==> config.mk <==
export PLATFORM = sky130hd
export DESIGN_NAME = logic_unit_acc
export DESIGN_NICKNAME = d
export VERILOG_FILES = /design/src/rtl/logic_unit_pkg.sv /design/src/rtl/logic_unit_acc_op.sv /design/src/rtl/logic_unit_acc.sv
export SDC_FILE = /design/constraint.sdc
export NUM_CORES = 1
export LEC_CHECK = 0
export ABC_AREA = 1
export BUFFER_PORTS_ARGS = -buffer_cell sky130_fd_sc_hd__buf_2
export CAP_MARGIN = 20
export CORE_AREA = 2 2 79 81
export DETAILED_ROUTE_END_ITERATION = 8
export DIE_AREA = 0 0 81 83
export PLACE_DENSITY = 0.57
export REMOVE_ABC_BUFFERS = 1
export SLEW_MARGIN = 20
export SYNTH_ARGS = -nofsm -noshare
export SYNTH_HDL_FRONTEND = slang
export SYNTH_SLANG_ARGS = --single-unit
==> constraint.sdc <==
create_clock -name clk -period 2.6 [get_ports clk]
set_input_delay 0.39 -clock clk [delete_from_list [all_inputs] [get_ports clk]]
set_output_delay 0.39 -clock clk [all_outputs]
set_load 0.005 [all_outputs]
==> src/rtl/logic_unit_pkg.sv <==
// Shared types and constants for the logic-op execution slot.
package logic_unit_pkg;

  typedef enum logic [1:0] {OP_AND, OP_OR, OP_XOR, OP_NOR} op_e;
  typedef enum logic {S_IDLE, S_ACC} state_e;

  localparam int BEAT_CNT_W   = 8;
  localparam int BEAT_CNT_MAX = 255;

  function automatic logic [BEAT_CNT_W-1:0] sat_inc(input logic [BEAT_CNT_W-1:0] c);
    return (c == BEAT_CNT_W'(BEAT_CNT_MAX)) ? c : c + 1'b1;
  endfunction

endpackage

==> src/rtl/logic_unit_acc_op.sv <==
// Combinational bitwise operator z = op(x, y), one slice per bit.
module logic_op_bitwise
  import logic_unit_pkg::*;
#(
  parameter int WIDTH = 8
) (
  input  logic [WIDTH-1:0] x,
  input  logic [WIDTH-1:0] y,
  input  op_e              op,
  output logic [WIDTH-1:0] z
);

  for (genvar i = 0; i < WIDTH; i++) begin : g_bit
    always_comb begin
      unique case (op)
        OP_AND:  z[i] = x[i] & y[i];
        OP_OR:   z[i] = x[i] | y[i];
        OP_XOR:  z[i] = x[i] ^ y[i];
        default: z[i] = ~(x[i] | y[i]);
      endcase
    end
  end

endmodule

==> src/rtl/logic_unit_acc.sv <==
// Bitwise logic unit with registered ready/valid output and multi-beat accumulate.
// Optional out_parity port when LOGIC_UNIT_PARITY_EN is defined.
module logic_unit_acc
  import logic_unit_pkg::*;
#(
  parameter int WIDTH = 8
) (
  input  logic                  clk,
  input  logic                  rst,
  input  logic                  in_valid,
  output logic                  in_ready,
  input  logic [1:0]            op,
  input  logic [WIDTH-1:0]      a,
  input  logic [WIDTH-1:0]      b,
  input  logic                  acc_mode,
  input  logic                  last,
  output logic                  out_valid,
  input  logic                  out_ready,
  output logic [WIDTH-1:0]      out_data,
  output logic                  out_zero,
  output logic [BEAT_CNT_W-1:0] out_beats
`ifdef LOGIC_UNIT_PARITY_EN
  ,
  output logic                  out_parity
`endif
);

  state_e                  state_q, state_d;
  op_e                     op_q;
  logic [WIDTH-1:0]        acc_q;
  logic [BEAT_CNT_W-1:0]   cnt_q, cnt_d;

  logic                    accept, emit, load;
  logic [WIDTH-1:0]        opx, opy, res;
  op_e                     opsel;

  assign in_ready = !out_valid || out_ready;
  assign accept   = in_valid && in_ready;

  // Single operator instance: first beat uses (a,b,op), later beats fold a into acc with the latched op.
  always_comb begin
    opx   = a;
    opy   = b;
    opsel = op_e'(op);
    if (state_q == S_ACC) begin
      opx   = acc_q;
      opy   = a;
      opsel = op_q;
    end
  end

  logic_op_bitwise #(.WIDTH(WIDTH)) u_op (
    .x  (opx),
    .y  (opy),
    .op (opsel),
    .z  (res)
  );

  always_ff @(posedge clk) begin
    if (rst) state_q <= S_IDLE;
    else     state_q <= state_d;
  end

  always_comb begin
    state_d = state_q;
    unique case (state_q)
      S_IDLE: if (accept && acc_mode && !last) state_d = S_ACC;
      S_ACC:  if (accept && last)              state_d = S_IDLE;
      default:                                 state_d = S_IDLE;
    endcase
  end

  always_comb begin
    load  = accept;
    emit  = 1'b0;
    cnt_d = sat_inc(cnt_q);
    unique case (state_q)
      S_IDLE: begin
        cnt_d = BEAT_CNT_W'(1);
        emit  = accept && (!acc_mode || last);
      end
      S_ACC:   emit = accept && last;
      default: emit = 1'b0;
    endcase
  end

  // Accumulator and beat counter; harmless to load them on single-beat ops too.
  always_ff @(posedge clk) begin
    if (rst) begin
      acc_q <= '0;
      op_q  <= OP_AND;
      cnt_q <= '0;
    end else if (load) begin
      acc_q <= res;
      cnt_q <= cnt_d;
      if (state_q == S_IDLE) op_q <= op_e'(op);
    end
  end

  // Output register: emit only happens on an accepted beat, so it never overwrites a held result.
  always_ff @(posedge clk) begin
    if (rst) begin
      out_valid  <= 1'b0;
      out_data   <= '0;
      out_zero   <= 1'b1;
      out_beats  <= '0;
`ifdef LOGIC_UNIT_PARITY_EN
      out_parity <= 1'b0;
`endif
    end else if (emit) begin
      out_valid  <= 1'b1;
      out_data   <= res;
      out_zero   <= (res == '0);
      out_beats  <= cnt_d;
`ifdef LOGIC_UNIT_PARITY_EN
      out_parity <= ^res;
`endif
    end else if (out_ready) begin
      out_valid  <= 1'b0;
    end
  end

endmodule

* Word-level counts from Yosys, hierarchy flattened *
Cells that the tools add are included.

storage, ports and cells
  register bits after elaboration = 37
  output and inout port bits = 19
  logic and storage cells = 77

cells by class
  bitwise gates (word level) = 33
  equality and inequality tests = 3
  reduce and logical (&&, ||, !) cells = 13
  add/sub/neg operators = 1
  muxes and demuxes = 19

operator list
  cell                                            number
  2-to-1 mux 8 bit                                4
  one-hot mux 1 bit (3 select lines)              8
  inverter 1 bit                                  9
  adder 8 x 1 -> 8 bit (second input constant)    1
  bitwise AND 1 bit                               8
  == test 8 bit (second input constant)           1
  zero test 8 bit                                 1
  bitwise OR 1 bit                                8
  bitwise XOR 1 bit                               8
  logical AND 1 bit                               5
  2-to-1 mux 1 bit                                4
  one-hot mux 1 bit (2 select lines)              2
  zero test 1 bit                                 3
  == test 2 x 1 -> 1 bit (second input constant)  1
  == test 2 bit (second input constant)           1
  zero test 2 bit                                 1
  logical OR 1 bit                                2
  2-to-1 mux 2 bit                                1
  nonzero test 2 bit                              1

* Depth between registers and ports, before layout *
Gate-level depths: netlist (run 1).

  depth in word-level cells = 7
  mapped depth = 14

* Cells and area by module *
Synthesis (run 1) repeated with hierarchy kept, for this count alone.

second synthesis, totals
  cells, all modules = 339
  area total of the unflattened synthesis = 2398.6 sq um

by module, submodules not included
  module            cells each  instances  sequential area each (sq um)  area an instance (sq um)
  logic_unit_acc    253         1          740.7                         1831.8
  logic_op_bitwise  86          1          0.0                           566.8

* Worst setup path after synthesis (run 1) *
Ideal clock, no wire load.

  path kind = flip-flop to flip-flop
  start = reg state_q
  end = reg out_zero
  slack = 0.732 ns
  path buffers = 2
  period minus slack after synthesis = 1.868 ns
  arrival time = 1.810 ns
  required time = 2.542 ns
  cell stages (with the launch flop) = 14
  cells stage by stage = dfxtp_1 -> buf_6 -> inv_6 -> clkbuf_1 -> or2_2 -> o21ai_0 -> ha_1 -> o21ai_0 -> nand3_1 -> nand2_1 -> nand2_1 -> nor2_1 -> nand3_1 -> nand2_1

on the way
  word-level cells in the longest chain between the ends = 5
  elaborated cells between the ends (all ways) = 49
  classes of those cells = 2 x eq/ne; 12 x mux; 33 x bitwise; 2 x reduce/logical

RTL lines
  what                                RTL line                                          RTL
  start, declared                     logic_unit_acc.sv:28                              state_e state_q, state_d;
  start signal, assigned              logic_unit_acc.sv:61                              else state_q <= state_d;
  2-to-1 mux 8 bit                    logic_unit_acc.sv:45                              if (state_q == S_ACC) begin
  bitwise OR 1 bit                    logic_unit_acc_op.sv:17, logic_unit_acc_op.sv:19
  inverter 1 bit                      logic_unit_acc_op.sv:19                           default: z[i] = ~(x[i] | y[i]);
  one-hot mux 1 bit (3 select lines)  logic_unit_acc_op.sv:15                           unique case (op)
  zero test 8 bit                     logic_unit_acc.sv:113                             out_zero <= (res == '0);
  end signal, assigned                logic_unit_acc.sv:113
  end, declared                       logic_unit_acc.sv:20                              output logic out_zero,

Parallel ways exist; a longest one is shown, timed or not.
A chain may end at the register's enable or synchronous reset.

* Worst setup path after layout (run 1) *
Same ends and word-level chain as after synthesis.

==> results.json, run 1 <==
{
  "status": "finished clean",
  "start_util_pct": 39.2,
  "antenna_found_initial": 0,
  "drt_iter0_markers": 108,
  "met3_usage_pct": 3.37,
  "switching_power_uw": 446,
  "peakVddDrop_mv": 0.313,
  "dr_total_vias": 2152,
  "synth_area_leader_cell": "dfxtp_1",
  "dp_hpwl_um": 3910,
  "drc": 0,
  "layout_common_cells": "o21ai_0, buf_2, nand2_1, dfxtp_1, inv_1",
  "tns_ps": 0,
  "drtAntennaViolNets": 0,
  "syn_avg_cell_area_um2": 7.15,
  "yosysSeqAreaShare_pct": 32.5,
  "clock.fmax_ghz": 0.501,
  "crit_path_start": "state_q",
  "crit_path_cell_trace": "inv_6 > or2_2 > o21ai_0 > ha_1 > o21ai_0 > nand3_1 > nand2_1 > nand2_1 > nor2_1 > nand3_1 > nand2_1",
  "post_cts_resized": 0,
  "drv_cap": 0,
  "hold_buffers": 0,
  "fin_ws_ps": 602,
  "synth.area.top_cells": "dfxtp_1, o21ai_0, ha_1",
  "viasPerCell": 4.97,
  "cellPowerDensity_nw_per_um2": 544,
  "cts_setup_buffers": 0,
  "grt_use_met2_pct": 27.0,
  "whs_ps": 295,
  "clockBufferDepth": 2,
  "cts.sinks": 37,
  "ys_warn_count": 0,
  "pre_cts_slack_ps": 657,
  "grt-busiest-layer": "met2",
  "grt_pass1_wl_um": 8910,
  "p_leak_nw": 1.24,
  "antenna_cells": 0,
  "fin_total_pwr_mw": 1.43,
  "avgRoutedWirePerCell_um": 12.7,
  "io_pins": 43,
  "crit_fanout": 24,
  "combPwrFrac_pct": 24.4,
  "post_dp_cell_area_um2": 2530,
  "skew_ps": 4.79,
  "share_seq_of_total_power_pct": 44.9,
  "layout_commonest_cell": "o21ai_0",
  "area_delta_synth_final_pct": 15.5,
  "min_from": "rst",
  "mappedNetlistArea_um2": 2280,
  "crit_path_frequent_cell": "nand2_1",
  "drive_gt1_share_pct": 25.1,
  "fp.dieArea_um2": 6720,
  "slowest_stage": "dfxtp_1",
  "final_nets": 398,
  "grt_max_degree": 34,
  "grt_pass1_vias": 1872,
  "critical_path_class": "reg2reg",
  "period_share_pct": 76.8,
  "design_area_um2": 2630,
  "grt_overflow_total": 0,
  "row_count": 28,
  "core_um2": 5820,
  "rsz0062_at_grt": "false",
  "cp-start-kind": "register",
  "timing.rr.start": "state_q",
  "cts_tree": "built",
  "die_w_um": 81,
  "insertion_delay_ps": 290,
  "hold_viol_final": 0,
  "yosysUniqueCellTypes": 28,
  "hold_path.class": "in2reg",
  "wirelength_um": 5480,
  "tightest_slew_ps": 615,
  "die_height_um": 83,
  "synth_top_area_share_pct": 32.5,
  "endpoint_kind": "register",
  "clock-root-buffer": "clkbuf_8",
  "syn_inst": 319,
  "required_ps": 2830,
  "synth-seq-cells": 37,
  "ctsHtreeMaxLevel": 2,
  "critPathMaxStageDelay_ps": 420,
  "portBuffers": 42,
  "clkPwrFrac_pct": 30.7,
  "drt_first_pass_iters": 4,
  "drv_slew": 0,
  "cp_data_arrival_time_ps": 2230,
  "p_sw_share_pct": 31.1,
  "relSlewSlack_pct": 58.9,
  "gp_congestion": 0.802,
  "p_int_uw": 988,
  "setup-violations-final": 0,
  "path_clk_slew_ps": 70,
  "cts_made_buffers": 5,
  "use_met1_pct": 21.9,
  "fin_crit_ps": 2000,
  "grt_use_total_pct": 16.8
}
[registers in the layout (all words and copies together), names as in the netlist]
| signal | count |
|---|---|
| acc_q | 8 |
| cnt_q | 8 |
| out_beats | 8 |
| out_data | 8 |
| op_q | 2 |
| out_valid | 1 |
| out_zero | 1 |
| state_q | 1 |
[final timing paths]
kind,endpoint,slack (ps),cells past startpoint
max reg2reg,out_zero,600,11
min,out_valid,300,2
max,out_zero,600,11
min reg2reg,op_q[1],490,2
[Yosys cell counts, drive strengths merged]
cell	n
o21bai	1
a221oi	1
dfxtp	37
nand2	50
ha	17
inv	38
a21oi	34
o211ai	1
or2	16
nand3	20
o21ai	61
nor2	20
xor2	3
clkbuf	9
nand4	2
buf	7
nor3	2
[cell families after synthesis]
| logic type | after synthesis | share of synthesized area [%] |
|---|---|---|
| flip-flops | 37 | 32.5 |
| adder cells (fa/ha/maj) | 17 | 9.33 |
| AO/OA/AOI/OAI | 98 | 22.2 |
| XOR/XNOR | 3 | 1.15 |
| AND/OR/NAND/NOR | 110 | 24.4 |
| buffers and inverters | 54 | 10.4 |
[power by group through the flow]
| stage | Combinational (mW) | Clock (mW) | Sequential, mW |
|---|---|---|---|
| 2_1_floorplan | 0.227 | 0 | 0.657 |
| 3_3_place_gp | 0.344 | 0 | 0.657 |
| 3_5_place_dp | 0.351 | 0 | 0.657 |
| 4_1_cts | 0.353 | 0.455 | 0.644 |
| 5_1_grt | 0.402 | 0.481 | 0.649 |
| 6_report | 0.350 | 0.440 | 0.644 |
[layout make-up]
type	instances	area [um2]
clock buffer	7	96.3
timing repair buffer	47	248
sequential	37	741
clock inverter	1	5.00
fill	642	3180
tap	75	93.8
multi-input combinational	228	1300
inverter	38	148
[per-stage QoR]
stage	std cells	utilization, %
2_1_floorplan	303	-
3_3_place_gp	425	43.5
4_1_cts	433	45.3
6_report	433	45.3
3_5_place_dp	425	43.5
5_1_grt	433	45.3
[metal layers]
metal | vias to the layer above | wire, um
met5 | - | 0
met4 | 0 | 76
met3 | 9 | 283
met2 | 53 | 2550
met1 | 965 | 2570
li1 | 1125 | -
[worst max-delay path, delay by kind of cell (launching register included)]
kind / cells / cell delay (ps)
AND/OR/NAND/NOR: 7 / 850
flip-flops: 1 / 420
AO/OA/AOI/OAI: 2 / 270
adder cells (fa/ha/maj): 1 / 270
buffers and inverters: 1 / 120
Power figures use the tool's default switching activity.
==> run 2, diff against run 1 <==
--- a/config.mk
+++ b/config.mk
@@ -5,13 +5,13 @@
 export SDC_FILE = /design/constraint.sdc
 export NUM_CORES = 1
 export LEC_CHECK = 0
-export ABC_AREA = 1
+export ABC_AREA = 0
 export BUFFER_PORTS_ARGS = -buffer_cell sky130_fd_sc_hd__buf_2
 export CAP_MARGIN = 20
-export CORE_AREA = 2 2 79 81
+export CORE_AREA = 2 2 81 83
 export DETAILED_ROUTE_END_ITERATION = 8
-export DIE_AREA = 0 0 81 83
-export PLACE_DENSITY = 0.57
+export DIE_AREA = 0 0 83 85
+export PLACE_DENSITY = 0.59
 export REMOVE_ABC_BUFFERS = 1
 export SLEW_MARGIN = 20
 export SYNTH_ARGS = -nofsm -noshare
==> constraint.sdc (replaced) <==
create_clock -name clk -period 1.6 [get_ports clk]
set_input_delay 0.24 -clock clk [delete_from_list [all_inputs] [get_ports clk]]
set_output_delay 0.24 -clock clk [all_outputs]
set_load 0.005 [all_outputs]
==> run 2 against run 1 <==
The run now ends with setup timing left. Global-route usage rose by 2.7 points. Clock power rose by 47%. Worst hold slack worse by 150 ps. Count of clock-buffer cells in the layout decreased by 1. Final area rose by 41%. Combinational power grew to 2.8 times the previous value. Register-to-register slack lost 980 ps. Critical endpoint unchanged. Largest cell class unchanged. Largest power group unchanged.
==> results.json, run 2 <==
{
  "cellPowerDensity_nw_per_um2": 713,
  "whs_ps": 150,
  "grt_pass1_wl_um": 11100,
  "async_flop_share_pct": 0,
  "drv_cap": 0,
  "antenna_cells": 0,
  "crit_path_cell_trace": "buf_12 > mux2i_4 > ha_4 > nor4_2 > nand2_1 > o211a_1 > o311ai_2",
  "clock-root-buffer": "clkbuf_8",
  "clock.fmax_ghz": 0.505,
  "fin_ws_ps": -380,
  "violations": "setup timing",
  "io_pins": 43,
  "crit_family": "compound AO/OA/AOI/OAI gates",
  "grt_use_total_pct": 19.4,
  "antenna_found_initial": 0,
  "rsz0062_at_grt": "true",
  "start_util_pct": 38.7,
  "syn_inst": 260,
  "skew_ps": 9.87,
  "layout_commonest_cell": "buf_2",
  "required_ps": 1810,
  "insertion_delay_ps": 300,
  "cts.sinks": 37,
  "ys.flop_type": "dfxtp_1",
  "row_count": 29,
  "portBuffers": 42,
  "critical_path_class": "reg2reg",
  "drt_first_pass_iters": 4,
  "drv_slew": 0,
  "period_share_pct": 124,
  "ys_warn_count": 0,
  "tightest_slew_ps": 338,
  "synth_top_area_share_pct": 30.8,
  "crit_fanout": 5,
  "wirelength_um": 6860,
  "fp.dieArea_um2": 7060,
  "grt_overflow_total": 0,
  "hold_path.class": "in2reg",
  "fin_crit_ps": 1980,
  "yosysSeqAreaShare_pct": 30.8,
  "status": "finished, violations left",
  "yosysMostFrequentCell": "dfxtp_1",
  "viasPerCell": 5.45,
  "endpoint_kind": "register",
  "hold_viol_final": 0,
  "synth.area.top_cells": "dfxtp_1, mux2i_1, ha_1",
  "hold_buffers": 0,
  "synth_edf_count": 0,
  "p_leak_nw": 1.51,
  "cp-start-kind": "register",
  "cp_data_arrival_time_ps": 2190,
  "drc": 0,
  "avgRoutedWirePerCell_um": 16.6,
  "slowest_stage": "dfxtp_4",
  "gp_congestion": 0.825,
  "clockBufferDepth": 2,
  "cts_made_buffers": 5,
  "drt_iter0_markers": 94,
  "mappedNetlistArea_um2": 2400,
  "drive_gt1_share_pct": 51.3,
  "yosys-top-cells-count": "dfxtp_1, mux2i_1, ha_1, inv_1, nand3b_1",
  "yosysUniqueCellTypes": 43,
  "drtAntennaViolNets": 0,
  "core_um2": 6200,
  "synth-seq-cells": 37,
  "setup-violations-final": 26,
  "ctsHtreeMaxLevel": 2,
  "drt-met1-wl_um": 2930,
  "filler_cell_count": 502,
  "finish.utilization_pct": 59.8,
  "dr_total_vias": 2256,
  "wl_met2_um": 3580,
  "peakVddDrop_mv": 0.608,
  "syn_avg_cell_area_um2": 9.24,
  "grt_max_degree": 19,
  "synth_area_leader_cell": "dfxtp_1",
  "final_nets": 377,
  "path_clk_slew_ps": 80,
  "layout_common_cells": "buf_2, dfxtp_1, buf_4, mux2i_4, nand3b_1",
  "die_height_um": 85,
  "grt_pass1_vias": 2197,
  "die_w_um": 83,
  "area_delta_synth_final_pct": 54.3,
  "cp_num_buf_inv": 1,
  "highest_layer": "met4",
  "cts_tree": "built",
  "relSlewSlack_pct": 76.8,
  "dp_hpwl_um": 4420,
  "wl_met3_um": 245,
  "critPathMaxStageDelay_ps": 420
}
## run 2: path summary, 6_finish.rpt
check | cells after the start | slack, ps | from | endpoint
worst max-delay path | 7 | -380 | state_q | out_zero
worst min-delay path | 2 | 150 | last | state_q
worst max register to register | 7 | -380 | state_q | out_zero
worst min register to register | 2 | 460 | out_beats[2] | out_beats[2]
## run 2: final cells by class
type | count | area (um2) | share of cell area, %
repair buffers | 86 | 656 | 17.7
clock buffers | 6 | 72.6 | 1.96
flip-flops and latches | 37 | 748 | 20.2
multi-input cells | 189 | 2060 | 55.5
clock inverters | 2 | 10.0 | 0.270
well taps | 77 | 96.3 | 2.60
inverters | 17 | 66.3 | 1.79
## run 2: power breakdown
group          internal (mW)  switching [mW]
sequential             0.975          0.0456
clock                  0.302           0.343
combinational          0.527           0.454
total                   1.80           0.843
## run 2: metal layers
layer / track usage, % / up-vias
met1: 24.5 / 1088
met4: 4.32 / 0
met3: 2.82 / 12
met2: 35.3 / 48
met5: 0 / -
li1: - / 1108
## run 2: logic make-up after synthesis
| kind of cell | after synthesis | synth area share (%) |
|---|---|---|
| muxes | 37 | 17.5 |
| DFF | 37 | 30.8 |
| and+or+nand+nor | 70 | 18.0 |
| adders and majority gates | 17 | 8.85 |
| buffers and inverters | 35 | 6.72 |
| xor gates and xnor gates | 10 | 3.64 |
| AOI/OAI and AO/OA | 54 | 14.5 |
## run 2: per-stage QoR
step | setup WS (ps) | area [um2] | instances | power, mW | setup TNS [ps]
finish | -380 | 3710 | 414 | 2.65 | -4510
global route | -456 | 3710 | 414 | 2.76 | -5880
CTS | -353 | 3420 | 413 | 2.52 | -3870
detailed placement | -402 | 2860 | 390 | 1.65 | -5460
global placement | -332 | 2860 | 390 | 1.64 | -5130
floorplan | -872 | 2310 | 242 | 1.40 | -14300
## run 2: repair_timing
| action | 4_1_cts | 5_1_grt |
|---|---|---|
| buffers inserted | 13 | 2 |
| hold endpoints to repair | 0 | 0 |
| resized for setup | 78 | 44 |
| gates cloned | 3 | 0 |
| pin swaps | 29 | 10 |
| setup endpoints to repair | 28 | 30 |
## run 2: worst register-to-register path, cell delays in order (launching register included)
cell and delay (ps):
dfxtp_4 420, buf_12 160, mux2i_4 270, ha_4 240, nor4_2 260, nand2_1 90, o211a_1 230, o311ai_2 220
==> run 3, diff against run 2 <==
--- a/config.mk
+++ b/config.mk
@@ -8,10 +8,12 @@
 export ABC_AREA = 0
 export BUFFER_PORTS_ARGS = -buffer_cell sky130_fd_sc_hd__buf_2
 export CAP_MARGIN = 20
-export CORE_AREA = 2 2 81 83
+export CELL_PAD_IN_SITES_DETAIL_PLACEMENT = 0
+export CELL_PAD_IN_SITES_GLOBAL_PLACEMENT = 1
+export CORE_AREA = 2 2 83 85
 export DETAILED_ROUTE_END_ITERATION = 8
-export DIE_AREA = 0 0 83 85
-export PLACE_DENSITY = 0.59
+export DIE_AREA = 0 0 85 87
+export PLACE_DENSITY = 0.72
 export REMOVE_ABC_BUFFERS = 1
 export SLEW_MARGIN = 20
 export SYNTH_ARGS = -nofsm -noshare
==> run 3 against run 2 <==
The flow still finishes with violations (setup timing). Global-route usage decreased by 1.4 points. Die area rose by 4.8%. Utilization shrank 3.8 points. Critical endpoint unchanged. Setup slack worse by 22 ps. Highest routed layer unchanged. Final area shrank 0.84%. Clock skew decreased by 3.7 ps. Critical path type unchanged. Non-clock buffer count increased by 17. Via count grew 0.31%. Largest power group unchanged. Sequential power about the same. Wire length decreased by 1.4%.
==> results.json, run 3 (synthesis gave the netlist of run 2 again) <==
{
  "gp_congestion": 0.835,
  "endpoint_kind": "register",
  "setup-violations-final": 25,
  "fin_total_pwr_mw": 2.78,
  "die_height_um": 87,
  "period_share_pct": 125,
  "drv_slew": 0,
  "clkPwrFrac_pct": 30.1,
  "start_util_pct": 36.6,
  "antenna_cells": 0,
  "core_um2": 6570,
  "rsz0062_at_grt": "true",
  "fin_ws_ps": -401,
  "share_seq_of_total_power_pct": 36.6,
  "crit_fanout": 7,
  "insertion_delay_ps": 290,
  "viasPerCell": 5.23,
  "row_count": 30,
  "grt_pass1_vias": 2175,
  "antenna_found_initial": 0,
  "finish.utilization_pct": 56.0,
  "cts_tree": "built",
  "drt_iter0_markers": 67,
  "hold_buffers": 0,
  "ctsHtreeMaxLevel": 2,
  "die_w_um": 85,
  "design_area_um2": 3680,
  "clock.fmax_ghz": 0.500,
  "crit_path_cell_trace": "buf_16 > buf_6 > mux2i_4 > ha_4 > nor4_4 > nand2_1 > o211a_1 > o311ai_2",
  "p_leak_nw": 1.54,
  "fp.dieArea_um2": 7400,
  "drc": 0,
  "area_delta_synth_final_pct": 53.0,
  "dr_total_vias": 2263,
  "path_clk_slew_ps": 80,
  "critPathMaxStageDelay_ps": 400,
  "slowest_stage": "dfxtp_4",
  "io_pins": 43,
  "p_sw_share_pct": 30.0,
  "combPwrFrac_pct": 33.4,
  "cts.sinks": 37,
  "tns_ps": -4020,
  "hold_path.class": "in2reg",
  "drtAntennaViolNets": 0,
  "skew_ps": 6.16,
  "hold_viol_final": 0,
  "status": "finished, violations left",
  "final_nets": 393,
  "cts_made_buffers": 5,
  "grt_pass1_wl_um": 10600,
  "clock-root-buffer": "clkbuf_8",
  "grt_overflow_total": 0,
  "grt_max_degree": 22,
  "fin_crit_ps": 2000,
  "clockBufferDepth": 2,
  "cp-start-kind": "register",
  "critical_path_class": "reg2reg",
  "drive_gt1_share_pct": 51.6,
  "relSlewSlack_pct": 72.8,
  "drv_cap": 0,
  "switching_power_uw": 832,
  "wirelength_um": 6770,
  "peakVddDrop_mv": 0.472,
  "layout_commonest_cell": "buf_4",
  "violations": "setup timing",
  "grt_use_total_pct": 18.0,
  "avgRoutedWirePerCell_um": 15.6,
  "tightest_slew_ps": 408,
  "cp_data_arrival_time_ps": 2210,
  "portBuffers": 42,
  "layout_common_cells": "buf_4, buf_2, dfxtp_1, nand3b_1, o21ai_1",
  "post_dp_cell_area_um2": 2910,
  "required_ps": 1810,
  "drt_first_pass_iters": 4,
  "dp_hpwl_um": 4620,
  "cellPowerDensity_nw_per_um2": 755,
  "p_int_mw": 1.95
}
==> run 3: power by group through the flow <==
stage | Clock (mW) | Combinational (mW) | Sequential, mW
2_1_floorplan | 0 | 0.361 | 1.04
3_3_place_gp | 0 | 0.632 | 1.03
3_5_place_dp | 0 | 0.636 | 1.03
4_1_cts | 0.849 | 0.743 | 1.01
5_1_grt | 0.894 | 0.998 | 1.02
6_report | 0.835 | 0.927 | 1.02
==> run 3: critical path, delay by kind of cell (launching register included) <==
family / cells / cell delay (ps)
flip-flops: 1 / 400
AND/OR/NAND/NOR: 2 / 320
adder cells (fa/ha/maj): 1 / 250
multiplexers: 1 / 250
AO/OA/AOI/OAI: 2 / 440
buffers and inverters: 2 / 240
==> run 3: per-stage QoR <==
step | hold slack [ps] | instances | setup WS, ps
after detailed placement | 446 | 400 | -447
after global routing | 159 | 433 | -533
after global placement | 439 | 400 | -343
after CTS | 168 | 416 | -324
after floorplan | 309 | 242 | -872
final | 166 | 433 | -401
==> run 3: timing repair <==
| item | in CTS | in global routing |
|---|---|---|
| endpoints found under the setup margin | 25 | 29 |
| resized for setup | 43 | 55 |
| gates cloned | 1 | 0 |
| setup buffers | 7 | 17 |
| pin swaps | 15 | 23 |
==> run 3: path summary, 6_finish.rpt <==
kind	from	endpoint	slack, ps	cells after the start
worst max-delay path	state_q	out_zero	-400	8
worst min-delay path	last	state_q	170	2
worst max register to register	state_q	out_zero	-400	8
worst min register to register	out_beats[2]	out_beats[2]	460	2
==> run 3: cell type report <==
cell class	count	area, um2
clock buffers	5	68.8
clock inverters	3	46.3
fillers	587	2890
inverters	17	66.3
multi-input cells	188	1890
flip-flops and latches	37	746
well taps	80	100
repair buffers	103	763
==> run 3: layer usage <==
layer	part of all wire [%]	wire (um)	GRT usage [%]
met3	2.8	191	2.94
met5	0	0	0
met4	1.9	131	5.77
met1	45	3030	22.3
met2	51	3420	31.9
